--- src/rtl/pc_seq_unit_pkg.sv ---
// pc_pkg: PCSrc encodings, cause codes and FSM states shared by
// the program-counter unit, its return stack and the bench.
package pc_pkg;

  localparam logic [2:0] PCSRC_SEQ  = 3'b000;
  localparam logic [2:0] PCSRC_BR   = 3'b001;
  localparam logic [2:0] PCSRC_REG  = 3'b010;
  localparam logic [2:0] PCSRC_JMP  = 3'b011;
  localparam logic [2:0] PCSRC_ERET = 3'b100;
  localparam logic [2:0] PCSRC_RAS  = 3'b101;

  localparam logic [1:0] CAUSE_NONE  = 2'd0;
  localparam logic [1:0] CAUSE_MISAL = 2'd1;
  localparam logic [1:0] CAUSE_EXT   = 2'd2;

  typedef enum logic [1:0] {
    RUN  = 2'd0,
    TRAP = 2'd1,
    HALT = 2'd2
  } state_e;

endpackage

--- src/rtl/pc_seq_unit_if.sv ---
// pc_seq_unit_if: control-unit <-> PC unit bundle.
// master = control/fetch side, slave = pc_seq_unit.
interface pc_seq_unit_if #(
  parameter int XLEN = 32
);

  logic            PCWre;
  logic [2:0]      PCSrc;
  logic [XLEN-1:0] ImExt;
  logic [25:0]     j_addr;
  logic [XLEN-1:0] ReadData1;
  logic            link;
  logic            exc_req;
  logic            halt_req;
  logic [XLEN-1:0] currentPC;
  logic [XLEN-1:0] nextPC;
  logic [XLEN-1:0] epc;
  logic [1:0]      cause;
  logic            trap;
  logic            halted;

  modport master (
    output PCWre, PCSrc, ImExt, j_addr,
    output ReadData1, link, exc_req, halt_req,
    input  currentPC, nextPC, epc, cause,
    input  trap, halted
  );

  modport slave (
    input  PCWre, PCSrc, ImExt, j_addr,
    input  ReadData1, link, exc_req, halt_req,
    output currentPC, nextPC, epc, cause,
    output trap, halted
  );

endinterface

--- src/rtl/pc_seq_unit_ras.sv ---
// pc_ras: circular return-address stack; a push when full
// overwrites the oldest entry. Ports: CLK, RST, push, pop, din, top, empty.
module pc_ras #(
  parameter int XLEN  = 32,
  parameter int DEPTH = 4
) (
  input  logic            CLK,
  input  logic            RST,
  input  logic            push,
  input  logic            pop,
  input  logic [XLEN-1:0] din,
  output logic [XLEN-1:0] top,
  output logic            empty
);

  localparam int AW = $clog2(DEPTH);
  localparam logic [AW-1:0] ONE = AW'(1);
  localparam logic [AW:0] FULL = (AW+1)'(DEPTH);
  localparam logic [AW:0] CNT1 = (AW+1)'(1);

  logic [XLEN-1:0] mem [DEPTH];
  logic [AW-1:0]   sp;
  logic [AW:0]     cnt;

  assign top   = mem[sp - ONE];
  assign empty = (cnt == '0);

  always_ff @(posedge CLK) begin
    if (RST) begin
      sp  <= '0;
      cnt <= '0;
    end else if (push) begin
      sp <= sp + ONE;
      if (cnt != FULL)
        cnt <= cnt + CNT1;
    end else if (pop && !empty) begin
      sp  <= sp - ONE;
      cnt <= cnt - CNT1;
    end
  end

  always_ff @(posedge CLK) begin
    if (push)
      mem[sp] <= din;
  end

endmodule

--- src/rtl/pc_seq_unit.sv ---
// pc_seq_unit: PC register, next-PC mux, trap/eret and halt FSM.
// Ports: CLK, RST (sync, active-high), bus (pc_seq_unit_if.slave).
// Optional return stack enabled by `define PC_RAS_EN.
module pc_seq_unit
  import pc_pkg::*;
#(
  parameter int              XLEN      = 32,
  parameter logic [XLEN-1:0] RESET_VEC = '0,
  parameter logic [31:0]     EXC_VEC   = 32'h0000_0080,
  parameter int              RAS_DEPTH = 4
) (
  input  logic         CLK,
  input  logic         RST,
  pc_seq_unit_if.slave bus
);

  localparam logic [XLEN-1:0] EXC_T = XLEN'(EXC_VEC);
  localparam logic [XLEN-1:0] FOUR  = XLEN'(4);

  state_e          state, state_n;
  logic [XLEN-1:0] pc, pc_n;
  logic [XLEN-1:0] epc, epc_n;
  logic [1:0]      cause, cause_n;
  logic [XLEN-1:0] pc4, nxt, br_off;
  logic [XLEN-1:0] ras_tgt;
  logic            commit;

  assign pc4    = pc + FOUR;
  assign br_off = {bus.ImExt[XLEN-3:0], 2'b00};

`ifdef PC_RAS_EN
  logic [XLEN-1:0] ras_top;
  logic            ras_empty;
  logic            ras_push, ras_pop;

  assign ras_push = commit && (bus.PCSrc == PCSRC_JMP) && bus.link;
  assign ras_pop  = commit && (bus.PCSrc == PCSRC_RAS);
  // Empty stack falls back to the register-indirect target.
  assign ras_tgt  = ras_empty ? bus.ReadData1 : ras_top;

  pc_ras #(
    .XLEN  (XLEN),
    .DEPTH (RAS_DEPTH)
  ) u_ras (
    .CLK   (CLK),
    .RST   (RST),
    .push  (ras_push),
    .pop   (ras_pop),
    .din   (pc4),
    .top   (ras_top),
    .empty (ras_empty)
  );
`else
  localparam int unused_ras_depth = RAS_DEPTH;
  logic unused_link;

  assign unused_link = bus.link;
  assign ras_tgt     = pc4;
`endif

  always_comb begin
    nxt = pc4;
    case (bus.PCSrc)
      PCSRC_SEQ:  nxt = pc4;
      PCSRC_BR:   nxt = pc4 + br_off;
      PCSRC_REG:  nxt = bus.ReadData1;
      PCSRC_JMP:  nxt = {pc4[XLEN-1:28],
                         bus.j_addr, 2'b00};
      PCSRC_ERET: nxt = epc;
      PCSRC_RAS:  nxt = ras_tgt;
      default:    nxt = pc4;
    endcase
  end

  always_comb begin
    state_n = state;
    pc_n    = pc;
    epc_n   = epc;
    cause_n = cause;
    commit  = 1'b0;
    unique case (state)
      RUN: begin
        if (bus.exc_req) begin
          epc_n   = pc;
          cause_n = CAUSE_EXT;
          pc_n    = EXC_T;
          state_n = TRAP;
        end else if (bus.PCWre && nxt[1:0] != 2'b00) begin
          epc_n   = pc;
          cause_n = CAUSE_MISAL;
          pc_n    = EXC_T;
          state_n = TRAP;
        end else if (bus.PCWre) begin
          pc_n   = nxt;
          commit = 1'b1;
          if (bus.halt_req)
            state_n = HALT;
        end
      end
      TRAP:    state_n = RUN;
      HALT:    state_n = HALT;
      default: state_n = RUN;
    endcase
  end

  always_ff @(posedge CLK) begin
    if (RST) begin
      state <= RUN;
      pc    <= RESET_VEC;
      epc   <= '0;
      cause <= CAUSE_NONE;
    end else begin
      state <= state_n;
      pc    <= pc_n;
      epc   <= epc_n;
      cause <= cause_n;
    end
  end

  assign bus.currentPC = pc;
  assign bus.nextPC    = nxt;
  assign bus.epc       = epc;
  assign bus.cause     = cause;
  assign bus.trap      = (state == TRAP);
  assign bus.halted    = (state == HALT);

endmodule

--- src/flat_wrapper.sv ---
// flat-port wrapper written by rule: the top's interface ports become plain ports
module pc_seq_unit_flat import pc_pkg::*;
#(
  parameter int              XLEN      = 32,
  parameter logic [XLEN-1:0] RESET_VEC = '0,
  parameter logic [31:0]     EXC_VEC   = 32'h0000_0080,
  parameter int              RAS_DEPTH = 4
)
  (CLK, RST, bus_PCWre, bus_PCSrc, bus_ImExt, bus_j_addr, bus_ReadData1, bus_link, bus_exc_req, bus_halt_req, bus_currentPC, bus_nextPC, bus_epc, bus_cause, bus_trap, bus_halted);
  pc_seq_unit_if #(.XLEN(XLEN)) bus_i ();
  input  logic CLK;
  input  logic RST;
  input wire logic [$bits(bus_i.PCWre)-1:0] bus_PCWre;
  input wire logic [$bits(bus_i.PCSrc)-1:0] bus_PCSrc;
  input wire logic [$bits(bus_i.ImExt)-1:0] bus_ImExt;
  input wire logic [$bits(bus_i.j_addr)-1:0] bus_j_addr;
  input wire logic [$bits(bus_i.ReadData1)-1:0] bus_ReadData1;
  input wire logic [$bits(bus_i.link)-1:0] bus_link;
  input wire logic [$bits(bus_i.exc_req)-1:0] bus_exc_req;
  input wire logic [$bits(bus_i.halt_req)-1:0] bus_halt_req;
  output wire logic [$bits(bus_i.currentPC)-1:0] bus_currentPC;
  output wire logic [$bits(bus_i.nextPC)-1:0] bus_nextPC;
  output wire logic [$bits(bus_i.epc)-1:0] bus_epc;
  output wire logic [$bits(bus_i.cause)-1:0] bus_cause;
  output wire logic [$bits(bus_i.trap)-1:0] bus_trap;
  output wire logic [$bits(bus_i.halted)-1:0] bus_halted;
  assign bus_i.PCWre = bus_PCWre;
  assign bus_i.PCSrc = bus_PCSrc;
  assign bus_i.ImExt = bus_ImExt;
  assign bus_i.j_addr = bus_j_addr;
  assign bus_i.ReadData1 = bus_ReadData1;
  assign bus_i.link = bus_link;
  assign bus_i.exc_req = bus_exc_req;
  assign bus_i.halt_req = bus_halt_req;
  assign bus_currentPC = bus_i.currentPC;
  assign bus_nextPC = bus_i.nextPC;
  assign bus_epc = bus_i.epc;
  assign bus_cause = bus_i.cause;
  assign bus_trap = bus_i.trap;
  assign bus_halted = bus_i.halted;
  pc_seq_unit #(.XLEN(XLEN), .RESET_VEC(RESET_VEC), .EXC_VEC(EXC_VEC), .RAS_DEPTH(RAS_DEPTH)) u_core (.CLK(CLK), .RST(RST), .bus(bus_i));
endmodule
--- config.mk ---
export PLATFORM = sky130hd
export DESIGN_NAME = pc_seq_unit_flat
export DESIGN_NICKNAME = d
export VERILOG_FILES = /design/src/rtl/pc_seq_unit_pkg.sv /design/src/rtl/pc_seq_unit_if.sv /design/src/rtl/pc_seq_unit_ras.sv /design/src/rtl/pc_seq_unit.sv /design/src/flat_wrapper.sv
export SDC_FILE = /design/constraint.sdc
export NUM_CORES = 1
export LEC_CHECK = 0
export CORE_ASPECT_RATIO = 0.5
export CORE_MARGIN = 2
export CORE_UTILIZATION = 40
export DETAILED_ROUTE_END_ITERATION = 12
export PLACE_DENSITY = 0.83
export SETUP_SLACK_MARGIN = 0.5
export SLEW_MARGIN = 10
export SYNTH_ARGS = -nofsm -noshare
export SYNTH_HDL_FRONTEND = slang
export SYNTH_SLANG_ARGS = --single-unit
--- constraint.sdc ---
create_clock -name CLK -period 10 [get_ports CLK]
set_input_delay 2.5 -clock CLK [delete_from_list [all_inputs] [get_ports CLK]]
set_output_delay 2.5 -clock CLK [all_outputs]
set_load 0.01 [all_outputs]
==> summary.md, run 1 <==
| Metric | Value |
|---|---|
| Data required time of the worst path | `7.50 ns` |
| Vias/cell | `6.15` |
| Wire length on met3 | `2810 µm` |
| Global route overflow | `0` |
| Layout area overhead | `42.1%` |
| Sum Neg Setup Slack | `0 ns` |
| Max-slew headroom | `23.0%` |
| Share of synthesized registers carrying an async set or reset | `0%` |
| CTS tree | `done` |
| Syn Area/Cell | `7.44 µm²` |
| Total CTS buffers | `9` |
| Clk_lat worst skew | `0.34 ns` |
| # clock sinks | `68` |
| DPL Wire Length | `18500 µm` |
| Mapped Area | `0.00586 mm²` |
| Post-CTS sizing | `0` |
| Yosys top cell area share | `23.2%` |
| Post-synthesis cell count | `788` |
| Top cells by area, synth | `dfxtp_1 23%, ha_1 7.5%, nand2_1 7.2%, a21oi_1 6.2%, nor2_1 4.4%` |
| Crit-path max FO | `7` |
| Cell Count, Final, Fillers Out | `1164` |
| Number of synthesized flops with an enable pin | `0` |
| Die area | `0.0157 mm²` |
| Most common cell after layout, fill and taps aside | `clkdlybuf4s50_1` |
| Max VDD drop | `66.6 µV` |
| Num ports | `199` |
| Leading area contributor after synthesis | `dfxtp_1` |
| Routed wire length per instance | `21.4 µm` |
| Core area | `0.0144 mm²` |
| CP arrival | `6.19 ns` |
| Commonest cells after routing, fill and taps aside | `194 x clkdlybuf4s50_1, 113 x nand2_1, 73 x a21oi_1` |
| Die height | `89.6 µm` |
| Vias | `7162` |
| Initial antenna violation count | `0` |
| Post-layout min period | `8.69 ns` |
| Crit start category | `input port` |
| DRT iter0 DRCs | `1128` |
| Root buffer cell | `clkbuf_16` |
| Fmax | `115 MHz` |
| Global-route wire length before repair | `37000 µm` |
| Cts hold-fix bufs | `0` |
| Clk slew on worst S/H paths | `0.06 ns` |
| Layout Skew | `0.00281 ns` |
| Tot Pwr | `0.000940 W` |
| Leak | `3.21 nW` |
| Post-CTS Repair Setup Buffers | `0` |
| Synth Flop Type | `dfxtp_1` |
| Max-slew violation count | `0` |
| Final Cycle Share | `86.9%` |
| Final Hold Fails | `0` |
| Routed wire length | `24900 µm` |
| Die width | `175 µm` |
| Yosys cell types | `70` |
| Max cap viols | `0` |
| H-tree Lvls | `3` |
| Crit path kind | `input port to primary output` |
| RSZ-0062 raised after global routing | `no` |
| Vias in the first global route | `6668` |
| # DRC | `0` |
| GRT Total Usage | `30.5%` |
| Hold Path Class | `flop to flop` |
| Routed wl met2 | `11100 µm` |
| Fraction of layout cells with a size suffix above 1 | `5.59%` |
| Nets | `1096` |
| Antenna-violating nets left | `0` |
| Placed insts | `1148` |
| Largest net degree at the start of global routing | `54` |
| Seq/Total Area, Yosys | `23.2%` |
| Syn. warnings | `0` |
| Synth Register Bits | `68` |
| Cell Rows | `31` |
| Top routing layer used | `met4` |
| Syn_nets | `923` |
| Port bufs | `195` |
| Hold_ws | `0.473 ns` |
| Worst Setup End Kind | `primary output` |
| Least-Margin Pin Slew | `1.15 ns` |
| Initial Util | `40.7%` |
| Maximum clock insertion buffer count | `2` |
| DRT Pass-1 Iters | `7` |
| ANT cells | `0` |
| Run status | `completed` |
| Pwr per Cell Area | `113 mW/mm²` |
| Placer Congestion | `1.05` |
| Routed met1 length | `10300 µm` |
| Setup violators final | `0` |
kinds of logic (layout without fill, tap and decap cells):
| group | Yosys count | in the layout | synth area share (%) |
|---|---|---|---|
| buffers and inverters | 65 | 243 | 4.42 |
| flip-flops | 68 | 68 | 23.2 |
| AND/OR/NAND/NOR | 296 | 296 | 23.9 |
| XOR/XNOR | 50 | 50 | 7.47 |
| multiplexers | 26 | 26 | 4.63 |
| adder cells (fa/ha/maj) | 36 | 36 | 7.81 |
| AO/OA/AOI/OAI | 247 | 247 | 28.6 |
critical path, stage by stage:
cell	delay, ns
clkdlybuf4s50_1	0.46
ha_1	0.16
inv_1	0.06
fa_1	0.39
nand2b_1	0.19
a21oi_1	0.24
o21ai_0	0.26
o221ai_2	0.49
a21bo_2	0.25
a311oi_1	0.10
o31ai_1	0.46
clkdlybuf4s50_1	0.63
stage by stage:
step,utilization [%],setup WS (ns),instance area [µm²]
after floorplan,-,2.94,5860
after global placement,55.4,1.49,7970
after detailed placement,55.4,1.46,7970
after CTS,57.9,1.45,8330
after global routing,57.9,1.18,8330
final,57.9,1.31,8330
area by class of cell:
class,count,area [µm²]
Timing Repair Buffer,208,2040
Sequential cell,68,1360
Inverter,19,71.3
Clock inverter,5,106
Clock buffer,11,253
Multi-Input combinational cell,655,4250
Tap cell,198,248
Fill cell,1271,6060
worst paths after layout:
path / to / from / cells after the start / slack (ns)
worst max register to register: u_core.bus.currentPC[31] / u_core.bus.currentPC[2] / 14 / 5.16
worst min-delay path: u_core.bus.epc[31] / u_core.bus.epc[31] / 2 / 0.47
worst max-delay path: bus_nextPC[28] / bus_ImExt[0] / 12 / 1.31
worst min register to register: u_core.bus.epc[31] / u_core.bus.epc[31] / 2 / 0.47
report_power, final:
part           internal, W  leakage, nW  total (W)  switching (W)
sequential        0.000278        0.550   0.000288      0.0000108
clock             0.000258        0.172   0.000385       0.000127
combinational     0.000120         2.49   0.000267       0.000147
total             0.000656         3.21   0.000940       0.000284
routing by layer:
| layer | global-route usage (%) | vias to the layer above |
|---|---|---|
| met5 | 0 | - |
| met4 | 10.1 | 0 |
| met3 | 6.14 | 59 |
| met2 | 47.8 | 480 |
| met1 | 42.5 | 3368 |
| li1 | - | 3255 |
synthesized netlist by cell type, types with 4 or more instances:
master	n
clkbuf_1	32
xor2_1	24
nand3_1	25
nand2_1	113
a31oi_1	7
dfxtp_1	68
inv_1	17
a22o_1	17
or3_1	7
nor2b_1	7
nand4_1	19
and2_1	10
o211ai_1	7
mux2i_1	17
o21a_1	6
o22ai_1	9
a21o_1	11
o21ai_0	43
a222oi_1	9
nor3_1	18
a221o_1	5
o21bai_1	5
nor2_1	68
mux2_2	9
buf_2	10
a22oi_1	16
a21oi_1	73
ha_1	35
and3_1	11
o21ai_1	4
a221oi_1	5
xnor2_1	26
sequential cells by signal (all words and copies together), names as in the netlist:
| signal | count |
|---|---|
| u_core.state | 2 |
| u_core.bus.currentPC | 32 |
| u_core.bus.cause | 2 |
| u_core.bus.epc | 32 |
Note: power is estimated with default switching activity, not from simulation.
==> run 2, diff against run 1 <==
--- a/config.mk
+++ b/config.mk
@@ -7,9 +7,10 @@
 export LEC_CHECK = 0
 export CORE_ASPECT_RATIO = 0.5
 export CORE_MARGIN = 2
-export CORE_UTILIZATION = 40
+export CORE_UTILIZATION = 35
+export CTS_CLUSTER_SIZE = 10
 export DETAILED_ROUTE_END_ITERATION = 12
-export PLACE_DENSITY = 0.83
+export PLACE_DENSITY = 0.75
 export SETUP_SLACK_MARGIN = 0.5
 export SLEW_MARGIN = 10
 export SYNTH_ARGS = -nofsm -noshare
==> run 2 against run 1 <==
  * Clock-buffer cell count did not move
  * Critical endpoint unchanged
  * Wire length fell by 1.5%
  * Critical path depth did not move
  * Die area rose by 14%
  * Clock skew rose by 0.0041 ns
  * Sequential cell count did not move
==> summary.md, run 2 (synthesized netlist as in run 1, its figures left out) <==
| Metric | Value |
|---|---|
| Pwr per Cell Area | `107 mW/mm² (-4.9%)` |
| ANT cells | `0 (unchanged)` |
| Top routing layer used | `met4` |
| Vias in the first global route | `6659 (-0.13%)` |
| Most common cell after layout, fill and taps aside | `clkdlybuf4s50_1` |
| Post-CTS Repair Setup Buffers | `0 (unchanged)` |
| Crit-path max FO | `7 (unchanged)` |
| Post-layout min period | `8.71 ns (+0.0142 ns)` |
| Crit start category | `input port` |
| Final Hold Fails | `0 (unchanged)` |
| Crit path kind | `input port to primary output` |
| Vias | `7057 (-1.5%)` |
| Top cell by count, worst path | `clkdlybuf4s50_1` |
| DRT Pass-1 Iters | `7 (unchanged)` |
| Fmax | `115 MHz (-0.16%)` |
| Antenna-violating nets left | `0 (unchanged)` |
| Hold Path Class | `flop to flop` |
| Final Cycle Share | `87.1% (+0.14 points)` |
| Combinational power share | `29.6% (+1.2 points)` |
| Max VDD drop | `74.5 µV (+12%)` |
| Clk slew on worst S/H paths | `0.06 ns (about the same)` |
| Cell Chain, Critical Path | `clkdlybuf4s50_1 -> ha_1 -> inv_1 -> fa_1 -> nand2b_1 -> a21oi_1 -> o21ai_0 -> o221ai_2 -> a21bo_2 -> a311oi_1 -> o31ai_1 -> clkdlybuf4s50_1` |
| Least-Margin Pin Slew | `1.12 ns (-0.0317 ns)` |
| Cts hold-fix bufs | `0 (unchanged)` |
| Global-route wire length before repair | `37200 µm (+0.54%)` |
| Fillers | `1559 (+23%)` |
| Routed wl met2 | `11000 µm (-1.3%)` |
| Layout Skew | `0.00688 ns (+0.00407 ns)` |
| Root buffer cell | `clkbuf_16` |
| P_int | `0.000605 W (-7.8%)` |
| Sum Neg Setup Slack | `0 ns (unchanged)` |
| H-tree Lvls | `3 (unchanged)` |
| CP arrival | `6.21 ns (+0.02 ns)` |
| Data required time of the worst path | `7.50 ns (about the same)` |
| Run status | `completed` |
| Initial antenna violation count | `0 (unchanged)` |
| Port bufs | `195 (unchanged)` |
| Leak | `3.18 nW (-0.92%)` |
| Max cap viols | `0 (unchanged)` |
| Die height | `95.5 µm (+6.6%)` |
| Nets | `1095 (-0.091%)` |
| Area occupied by registers | `0.00136 mm² (unchanged)` |
| Cell Rows | `33 (+6.5%)` |
| Post-CTS sizing | `0 (unchanged)` |
| Maximum clock insertion buffer count | `2 (unchanged)` |
| # clock sinks | `68 (unchanged)` |
| Die width | `187 µm (+6.7%)` |
| Max-slew violation count | `0 (unchanged)` |
| Routed wire length per instance | `20.6 µm (-3.8%)` |
| Switching Fraction | `32.2% (+2.0 points)` |
| DPL Wire Length | `18500 µm (about the same)` |
| Post-layout instance area | `0.00831 mm² (-0.20%)` |
| Clock power frac | `38.1% (-2.8 points)` |
| Total CTS buffers | `9 (unchanged)` |
| Num ports | `199 (unchanged)` |
| Crit-path slowest cell | `clkdlybuf4s50_1` |
| Clk_lat worst skew | `0.34 ns (about the same)` |
| Placed cell areas | `0.00800 mm² (+0.39%)` |
| Core area | `0.0164 mm² (+14%)` |
| Routed wire length | `24500 µm (-1.5%)` |
| Die area | `0.0179 mm² (+14%)` |
| Fraction of layout cells with a size suffix above 1 | `5.60% (+0.0058 points)` |
| DRT iter0 DRCs | `858 (-24%)` |
| Vias/cell | `5.92 (-3.8%)` |
| Multi-input logic area | `0.00425 mm² (about the same)` |
| Wire length on met3 | `2390 µm (-15%)` |
| Commonest cells after routing, fill and taps aside | `194 x clkdlybuf4s50_1, 113 x nand2_1, 73 x a21oi_1` |
| CTS tree | `done` |
| Placer Congestion | `0.979 (-6.4%)` |
| RSZ-0062 raised after global routing | `no` |
| Routed met1 length | `10500 µm (+2.0%)` |
| # DRC | `0 (unchanged)` |
| Max-slew headroom | `25.3% (+2.3 points)` |
| Switching pwr | `0.000287 W (+1.1%)` |
| Max stage delay on crit path | `0.64 ns (about the same)` |
| Layout area overhead | `41.8%` |
| Worst Setup End Kind | `primary output` |
| GRT Total Usage | `26.8% (-3.8 points)` |
| Largest net degree at the start of global routing | `54 (unchanged)` |
| Global route overflow | `0 (unchanged)` |
| Flop pwr share | `32.3% (+1.6 points)` |
| Initial Util | `35.8% (-5.0 points)` |
| Setup violators final | `0 (unchanged)` |
==> run 2: layout make-up <==
cell class / instances / share of cell area [%]
clock buffer: 11 / 3.04
clock inverter: 5 / 0.707
inverter: 19 / 0.858
multi-input combinational: 655 / 51.1
sequential: 68 / 16.4
tap: 227 / 3.42
timing repair buffer: 207 / 24.5
==> run 2: final timing paths <==
kind                      startpoint                  endpoint  slack, ns  cells after the start
min reg2reg       u_core.bus.epc[16]        u_core.bus.epc[16]       0.47                      2
min               u_core.bus.epc[16]        u_core.bus.epc[16]       0.47                      2
max                     bus_ImExt[0]            bus_nextPC[28]       1.29                     12
max reg2reg  u_core.bus.currentPC[3]  u_core.bus.currentPC[31]       5.31                     14
==> run 2: metrics by stage <==
step	utilization [%]	std cells	worst slack (ns)	total power (W)	hold slack, ns
detailed placement	48.8	1176	1.42	0.000551	0.464
global route	50.7	1192	1.09	0.000923	0.494
floorplan	-	788	2.94	0.000425	0.461
global placement	48.8	1176	1.44	0.000549	0.458
finish	50.7	1192	1.29	0.000892	0.469
CTS	50.7	1192	1.38	0.000885	0.470
==> run 2: routing by layer <==
layer | track usage (%) | vias up
met5 | 0 | -
met4 | 8.33 | 0
met3 | 4.78 | 52
met2 | 43.1 | 434
met1 | 36.6 | 3329
li1 | - | 3242
==> run 2: critical path, delay by kind of cell <==
family | cells | cell delay [ns]
fa+ha+maj | 2 | 0.57
compound gates | 6 | 1.80
buf+inv | 3 | 1.16
simple gates | 1 | 0.18
==> run 2: power by group through the flow <==
stage	logic, W	registers [W]	clock network (W)
floorplan	0.000133	0.000293	0
CTS	0.000259	0.000288	0.000338
finish	0.000264	0.000288	0.000340
global placement	0.000255	0.000294	0
detailed placement	0.000257	0.000294	0
global route	0.000281	0.000289	0.000353
